--- config.mk ---
export PLATFORM = sky130hd
export DESIGN_NAME = halt_ctrl
export DESIGN_NICKNAME = d
export VERILOG_FILES = /design/src/rtl/halt_ctrl_pkg.sv /design/src/rtl/halt_ctrl_timer.sv /design/src/rtl/halt_ctrl.sv
export SDC_FILE = /design/constraint.sdc
export NUM_CORES = 1
export LEC_CHECK = 0
export CORE_AREA = 5 5 76 78
export CTS_BUF_LIST = sky130_fd_sc_hd__clkbuf_8
export DETAILED_ROUTE_END_ITERATION = 8
export DIE_AREA = 0 0 81 83
export GPL_ROUTABILITY_DRIVEN = 0
export PLACE_DENSITY = 0.82
export SYNTH_ARGS = -nofsm -noshare
export SYNTH_HDL_FRONTEND = slang
export SYNTH_SLANG_ARGS = --single-unit
--- constraint.sdc ---
create_clock -name clk -period 2.63 [get_ports clk]
set_input_delay 0.6575 -clock clk [delete_from_list [all_inputs] [get_ports clk]]
set_output_delay 0.6575 -clock clk [all_outputs]
set_load 0.1 [all_outputs]
--- src/rtl/halt_ctrl_pkg.sv ---
// Shared encodings for the debug halt controller: FSM states, halt request
// codes and the stall-vector bit positions for PC, IF, ID, EX, MEM and WB.
package halt_ctrl_pkg;

  typedef enum logic [2:0] {
    HC_RUN        = 3'd0,
    HC_DRAIN      = 3'd1,
    HC_FREEZE     = 3'd2,
    HC_HALTED     = 3'd3,
    HC_STEP       = 3'd4,
    HC_STEP_DRAIN = 3'd5
  } hc_state_e;

  typedef enum logic [1:0] {
    HaltRun  = 2'b00,
    HaltSoft = 2'b01,
    HaltStep = 2'b10,
    HaltHard = 2'b11
  } halt_req_e;

  localparam int STALL_PC  = 0;
  localparam int STALL_IF  = 1;
  localparam int STALL_ID  = 2;
  localparam int STALL_EX  = 3;
  localparam int STALL_MEM = 4;
  localparam int STALL_WB  = 5;

endpackage

--- src/rtl/halt_ctrl_timer.sv ---
// Loadable down-counter bounding how long the pipeline may take to drain;
// tc_o fires while enabled once the count has run down to zero.
module halt_timer #(
  parameter int W = 6
) (
  input  logic         clk,
  input  logic         rst,
  input  logic         load_i,
  input  logic         en_i,
  input  logic [W-1:0] load_val_i,
  output logic         tc_o
);

  logic [W-1:0] cnt_q;

  always_ff @(posedge clk or negedge rst) begin
    if (!rst) begin
      cnt_q <= '0;
    end else if (load_i) begin
      cnt_q <= load_val_i;
    end else if (en_i && (cnt_q != '0)) begin
      cnt_q <= cnt_q - 1'b1;
    end
  end

  assign tc_o = en_i && (cnt_q == '0);

endmodule

--- src/rtl/halt_ctrl.sv ---
// Debug halt controller: turns halt/freeze/single-step requests into the final
// per-stage stall vector, merged with the pipeline's own hazard stalls.
module halt_ctrl
  import halt_ctrl_pkg::*;
#(
  parameter int STALL_W       = 6,
  parameter int DRAIN_TIMEOUT = 64,
  parameter int CNT_W         = 32
) (
  input  logic               clk,
  input  logic               rst,
  input  logic [1:0]         halt_req,
  input  logic [STALL_W-1:0] stall_req_i,
  input  logic [4:0]         pipe_valid,
  input  logic               mem_busy,
  output logic [STALL_W-1:0] stall_o,
  output logic               halted,
  output logic               halt_ack,
  output logic               step_done,
  output logic               drain_timeout,
  output logic [CNT_W-1:0]   halt_cycles
);

  localparam int TMR_W = (DRAIN_TIMEOUT > 1) ? $clog2(DRAIN_TIMEOUT) : 1;

  hc_state_e        state_q, state_d;
  halt_req_e        req_q, prev_q;
  logic             halted_q;
  logic             step_done_q, step_done_d;
  logic             drain_timeout_q, drain_timeout_d;
  logic [CNT_W-1:0] halt_cycles_q;
  logic             drain_idle, in_drain, tmr_tc;
  logic             unused_pv0;

  // The IF valid bit is not part of the drain condition: IF is already stalled.
  assign unused_pv0 = pipe_valid[0];
  assign drain_idle = (pipe_valid[4:1] == 4'b0000) && !mem_busy;
  assign in_drain   = (state_q == HC_DRAIN) || (state_q == HC_STEP_DRAIN);

  halt_timer #(
    .W (TMR_W)
  ) u_timer (
    .clk        (clk),
    .rst        (rst),
    .load_i     (!in_drain),
    .en_i       (in_drain),
    .load_val_i (TMR_W'(DRAIN_TIMEOUT - 1)),
    .tc_o       (tmr_tc)
  );

  always_comb begin
    state_d         = state_q;
    stall_o         = stall_req_i;
    step_done_d     = 1'b0;
    drain_timeout_d = 1'b0;
    case (state_q)
      HC_RUN: begin
        if ((req_q == HaltSoft) || (req_q == HaltStep)) begin
          state_d = HC_DRAIN;
        end else if (req_q == HaltHard) begin
          state_d = HC_FREEZE;
        end
      end
      HC_DRAIN: begin
        stall_o[STALL_PC] = 1'b1;
        stall_o[STALL_IF] = 1'b1;
        if (req_q == HaltRun) begin
          state_d = HC_RUN;
        end else if (req_q == HaltHard) begin
          state_d = HC_FREEZE;
        end else if (drain_idle) begin
          state_d = HC_HALTED;
        end else if (tmr_tc) begin
          state_d         = HC_FREEZE;
          drain_timeout_d = 1'b1;
        end
      end
      HC_FREEZE: begin
        // MEM and WB keep their hazard stalls so an in-flight access completes.
        stall_o[STALL_PC] = 1'b1;
        stall_o[STALL_IF] = 1'b1;
        stall_o[STALL_ID] = 1'b1;
        stall_o[STALL_EX] = 1'b1;
        if (req_q == HaltRun) begin
          state_d = HC_RUN;
        end else if (!mem_busy) begin
          state_d = HC_HALTED;
        end
      end
      HC_HALTED: begin
        stall_o = '1;
        if (req_q == HaltRun) begin
          state_d = HC_RUN;
        end else if ((req_q == HaltStep) && (prev_q != HaltStep)) begin
          state_d = HC_STEP;
        end
      end
      HC_STEP: begin
        if (!stall_req_i[STALL_PC]) begin
          state_d = HC_STEP_DRAIN;
        end
      end
      HC_STEP_DRAIN: begin
        stall_o[STALL_PC] = 1'b1;
        stall_o[STALL_IF] = 1'b1;
        if (drain_idle) begin
          state_d     = HC_HALTED;
          step_done_d = 1'b1;
        end else if (tmr_tc) begin
          state_d         = HC_FREEZE;
          drain_timeout_d = 1'b1;
        end
      end
      default: begin
        state_d = HC_RUN;
      end
    endcase
  end

  // Status is registered from the next state so halted drops on the resume edge.
  always_ff @(posedge clk or negedge rst) begin
    if (!rst) begin
      state_q         <= HC_RUN;
      req_q           <= HaltRun;
      prev_q          <= HaltRun;
      halted_q        <= 1'b0;
      step_done_q     <= 1'b0;
      drain_timeout_q <= 1'b0;
      halt_cycles_q   <= '0;
    end else begin
      state_q         <= state_d;
      req_q           <= halt_req_e'(halt_req);
      prev_q          <= req_q;
      halted_q        <= (state_d == HC_HALTED);
      step_done_q     <= step_done_d;
      drain_timeout_q <= drain_timeout_d;
      if ((state_q == HC_HALTED) && (halt_cycles_q != '1)) begin
        halt_cycles_q <= halt_cycles_q + 1'b1;
      end
    end
  end

  assign halted        = halted_q;
  assign halt_ack      = halted_q;
  assign step_done     = step_done_q;
  assign drain_timeout = drain_timeout_q;
  assign halt_cycles   = halt_cycles_q;

endmodule
==> out/qor.csv <==
metric,value,unit
ratio of cells with drive above 1 in the final layout,28.0,%
Die X,81,um
Post-Syn Instances,230,
# rows,26,
setup TNS,0,ns
Arrival @ worst endpoint,1.67,ns
RSZ-0062 raised after global routing,no,
Rel. slew slack,40.5,%
Post-Synth Adder-Cell Area,3.06,%
initial antenna violation count,0,
Syn-to-layout area delta,28.7,%
VDD IR max,0.475,mV
Antenna Cells,0,
Detailed Place HPWL,3930,um
WL per Instance,14.2,um
crit path kind,in -> out,
Die Area,0.00672,mm^2
Core ar.,0.00501,mm^2
root buf cell,clkbuf_8,
main combinational cell family by area after synthesis,simple AND/OR/NAND/NOR gates,
status,"complete, no violations",
Clock Pin Slew Worst Setup and Hold Paths,0.08,ns
endpoints failing setup,0,
Synth cell types,44,
Synth Flop Type,dfrtp_1,
sequential share of power,36.4,%
Max Clk Rate,429,MHz
Clk network pwr share,17.5,%
Comb power frac,46.2,%
DRT iter0 DRCs,95,
CTS Buf Count,5,
global route total overflow,0,
vias,1909,
number of I/O pins,58,
die outline height,83,um
Clock Skews,0.00733,ns
syn nets,252,
Final Hold Viols,0,
global-route usage over all layers,15.9,%
Startpoint Class,input pin,
DRC viols,0,
final WL,5170,um
PD cells,793,mW/mm^2
WHS,0.421,ns
ANT nets after route,0,
Int Pwr,1.36,mW
switching share of power,45.5,%
Post-Syn Area per Cell,10.7,um^2
Worst-Margin Slew,0.892,ns
Filler cells,428,
period utilization,88.6,%
largest net degree at the start of global routing,42,
Post-CTS Hold Fix Bufs,0,
Post-CTS Setup Inserts,0,
multiplexer share of the synthesized area,1.63,%
"EDFF count, synth",0,
Mapped Area,0.00245,mm^2
register area,0.00121,mm^2
Clock Sinks,48,
sequential share of the synthesized area,49.0,%
worst skew pair latency,0.30,ns
#FFs+latches synth,48,
"Cell Area, Placed",0.00307,mm^2
Starting Density,49.0,%
Simple-Gate Fraction of Synth Area,25.4,%
cell area after layout,0.00316,mm^2
"Req. time, crit path",1.97,ns
asr flop ratio synth,100,%
"Warnings, synthesis",0,
CP max FO,2,
input/output buffers,56,
multi-input logic area,0.00116,mm^2
post-synthesis xor/xnor area fraction,11.1,%
DR pass1 iterations,4,
H-tree Lvls,2,
NetSw,1.14,mW
leakage power,1.48,nW
nets,314,
global-route wire length before repair,8680,um
number of max-cap violations,0,
vias in the first global route,1924,
Compound-Gate Fraction of Synth Area,6.33,%
drt via density,5.26,
cts repair resizes,0,
TritonCTS clock tree,built,
worst min path class,reg -> reg,
Slew Limit Fails,0,
crit end category,output port,
CTS Buffer Depth,2,
Final min period,2.33,ns
[metrics by stage]
| stage | power [mW] | utilization (%) | setup slack (ns) | instances |
|---|---|---|---|---|
| 5_1_grt | 2.60 | 63.0 | 0.215 | 363 |
| 6_report | 2.50 | 63.0 | 0.299 | 363 |
| 2_1_floorplan | 1.75 | - | 0.00719 | 230 |
| 4_1_cts | 2.52 | 63.0 | 0.293 | 363 |
| 3_5_place_dp | 2.08 | 61.2 | 0.259 | 355 |
| 3_3_place_gp | 2.07 | 61.2 | 0.241 | 355 |
[worst max-delay path, cell delays in order]
cell             delay [ns]
clkdlybuf4s50_1        0.41
or3_1                  0.42
buf_12                 0.19
[worst paths after layout]
check,from,slack (ns),to,depth (start not counted)
worst min register to register,req_q[0]$_DFF_PN0_,0.42,prev_q[0]$_DFF_PN0_,0
max in group asynchronous,rst,1.52,drain_timeout$_DFF_PN0_,2
worst max register to register,halt_cycles[0]$_DFFE_PN0P_,0.33,halt_cycles[8]$_DFFE_PN0P_,6
worst max-delay path,stall_req_i[0],0.30,stall_o[0],3
worst min-delay path,req_q[0]$_DFF_PN0_,0.42,prev_q[0]$_DFF_PN0_,0
min in group asynchronous,rst,0.48,req_q[1]$_DFF_PN0_,1
[state kept, by name, indices dropped and copies added, names as in the netlist]
signal         flops
drain_timeout      1
halt_ack           1
halt_cycles       32
prev_q             2
req_q              2
state_q            3
step_done          1
u_timer.cnt_q      6
[synthesized netlist by cell type, drive strengths merged, types with 2 or more instances]
| master | count | area share (%) |
|---|---|---|
| ha | 6 | 3.1 |
| and4 | 5 | 1.9 |
| buf | 5 | 1.9 |
| inv | 9 | 1.4 |
| mux2i | 4 | 1.6 |
| or2 | 2 | 0.51 |
| dfrtp | 48 | 49 |
| nor3 | 15 | 4.3 |
| nand4 | 11 | 3.4 |
| and3 | 8 | 2.2 |
| xnor2 | 19 | 6.8 |
| nand3 | 13 | 2.9 |
| o221ai | 2 | 0.71 |
| and2 | 2 | 0.56 |
| nor2b | 4 | 1.0 |
| clkbuf | 2 | 0.31 |
| nand2 | 24 | 3.7 |
| xor2 | 12 | 4.3 |
| nor2 | 10 | 1.7 |
| a21oi | 4 | 0.82 |
| o21ai | 3 | 0.61 |
| a31oi | 2 | 0.51 |
| nand2b | 4 | 1.0 |
| or3 | 5 | 1.3 |
[power by group through the flow]
stage | sequential (mW) | combinational, mW | clock (mW)
floorplan | 1.16 | 0.589 | 0
global placement | 0.923 | 1.15 | 0
detailed placement | 0.921 | 1.16 | 0
CTS | 0.907 | 1.16 | 0.451
global route | 0.923 | 1.21 | 0.472
finish | 0.909 | 1.15 | 0.437
[layout by cell type (no fill, tap or decap), types with 2 or more instances in the layout]
cell,instances
buf_4,42
dfrtp_1,41
nand2_1,24
xnor2_1,19
clkdlybuf4s50_1,13
nand3_1,12
xor2_1,12
inv_1,11
nand4_1,10
nor3_1,9
nor2_1,8
dfrtp_2,7
nor3_2,6
ha_1,6
clkbuf_8,6
buf_12,6
or3_1,5
and3_1,5
mux2i_1,4
nor2b_1,4
nand2b_1,4
a21oi_1,4
o21ai_0,3
and4_1,3
and3_2,3
o221ai_1,2
or2_2,2
and4_2,2
nor2_2,2
a31oi_1,2
[kinds of logic (layout without fill, tap and decap cells)]
logic type,Yosys count,in the layout
xor gates and xnor gates,31,31
buffers and inverters,16,79
adders and majority gates,6,6
AOI/OAI and AO/OA,19,19
muxes,4,4
DFF,48,48
and+or+nand+nor,106,106
[area by class of cell]
class,instances,area share [%]
Tap cell,70,2.78
Inverter,9,1.07
Sequential cell,48,38.3
Clock inverter,2,0.238
Timing Repair Buffer,62,18.1
Multi-Input combinational cell,166,36.9
Clock buffer,6,2.62
[routing by layer]
metal	track usage [%]	vias up	part of all wire, %
met2	25.5	50	51
met3	3.14	7	3.4
met1	21.2	922	45
met4	5.68	0	1.3
li1	-	930	-
met5	0	-	0
No activity file was read; power rests on OpenSTA's default activity.
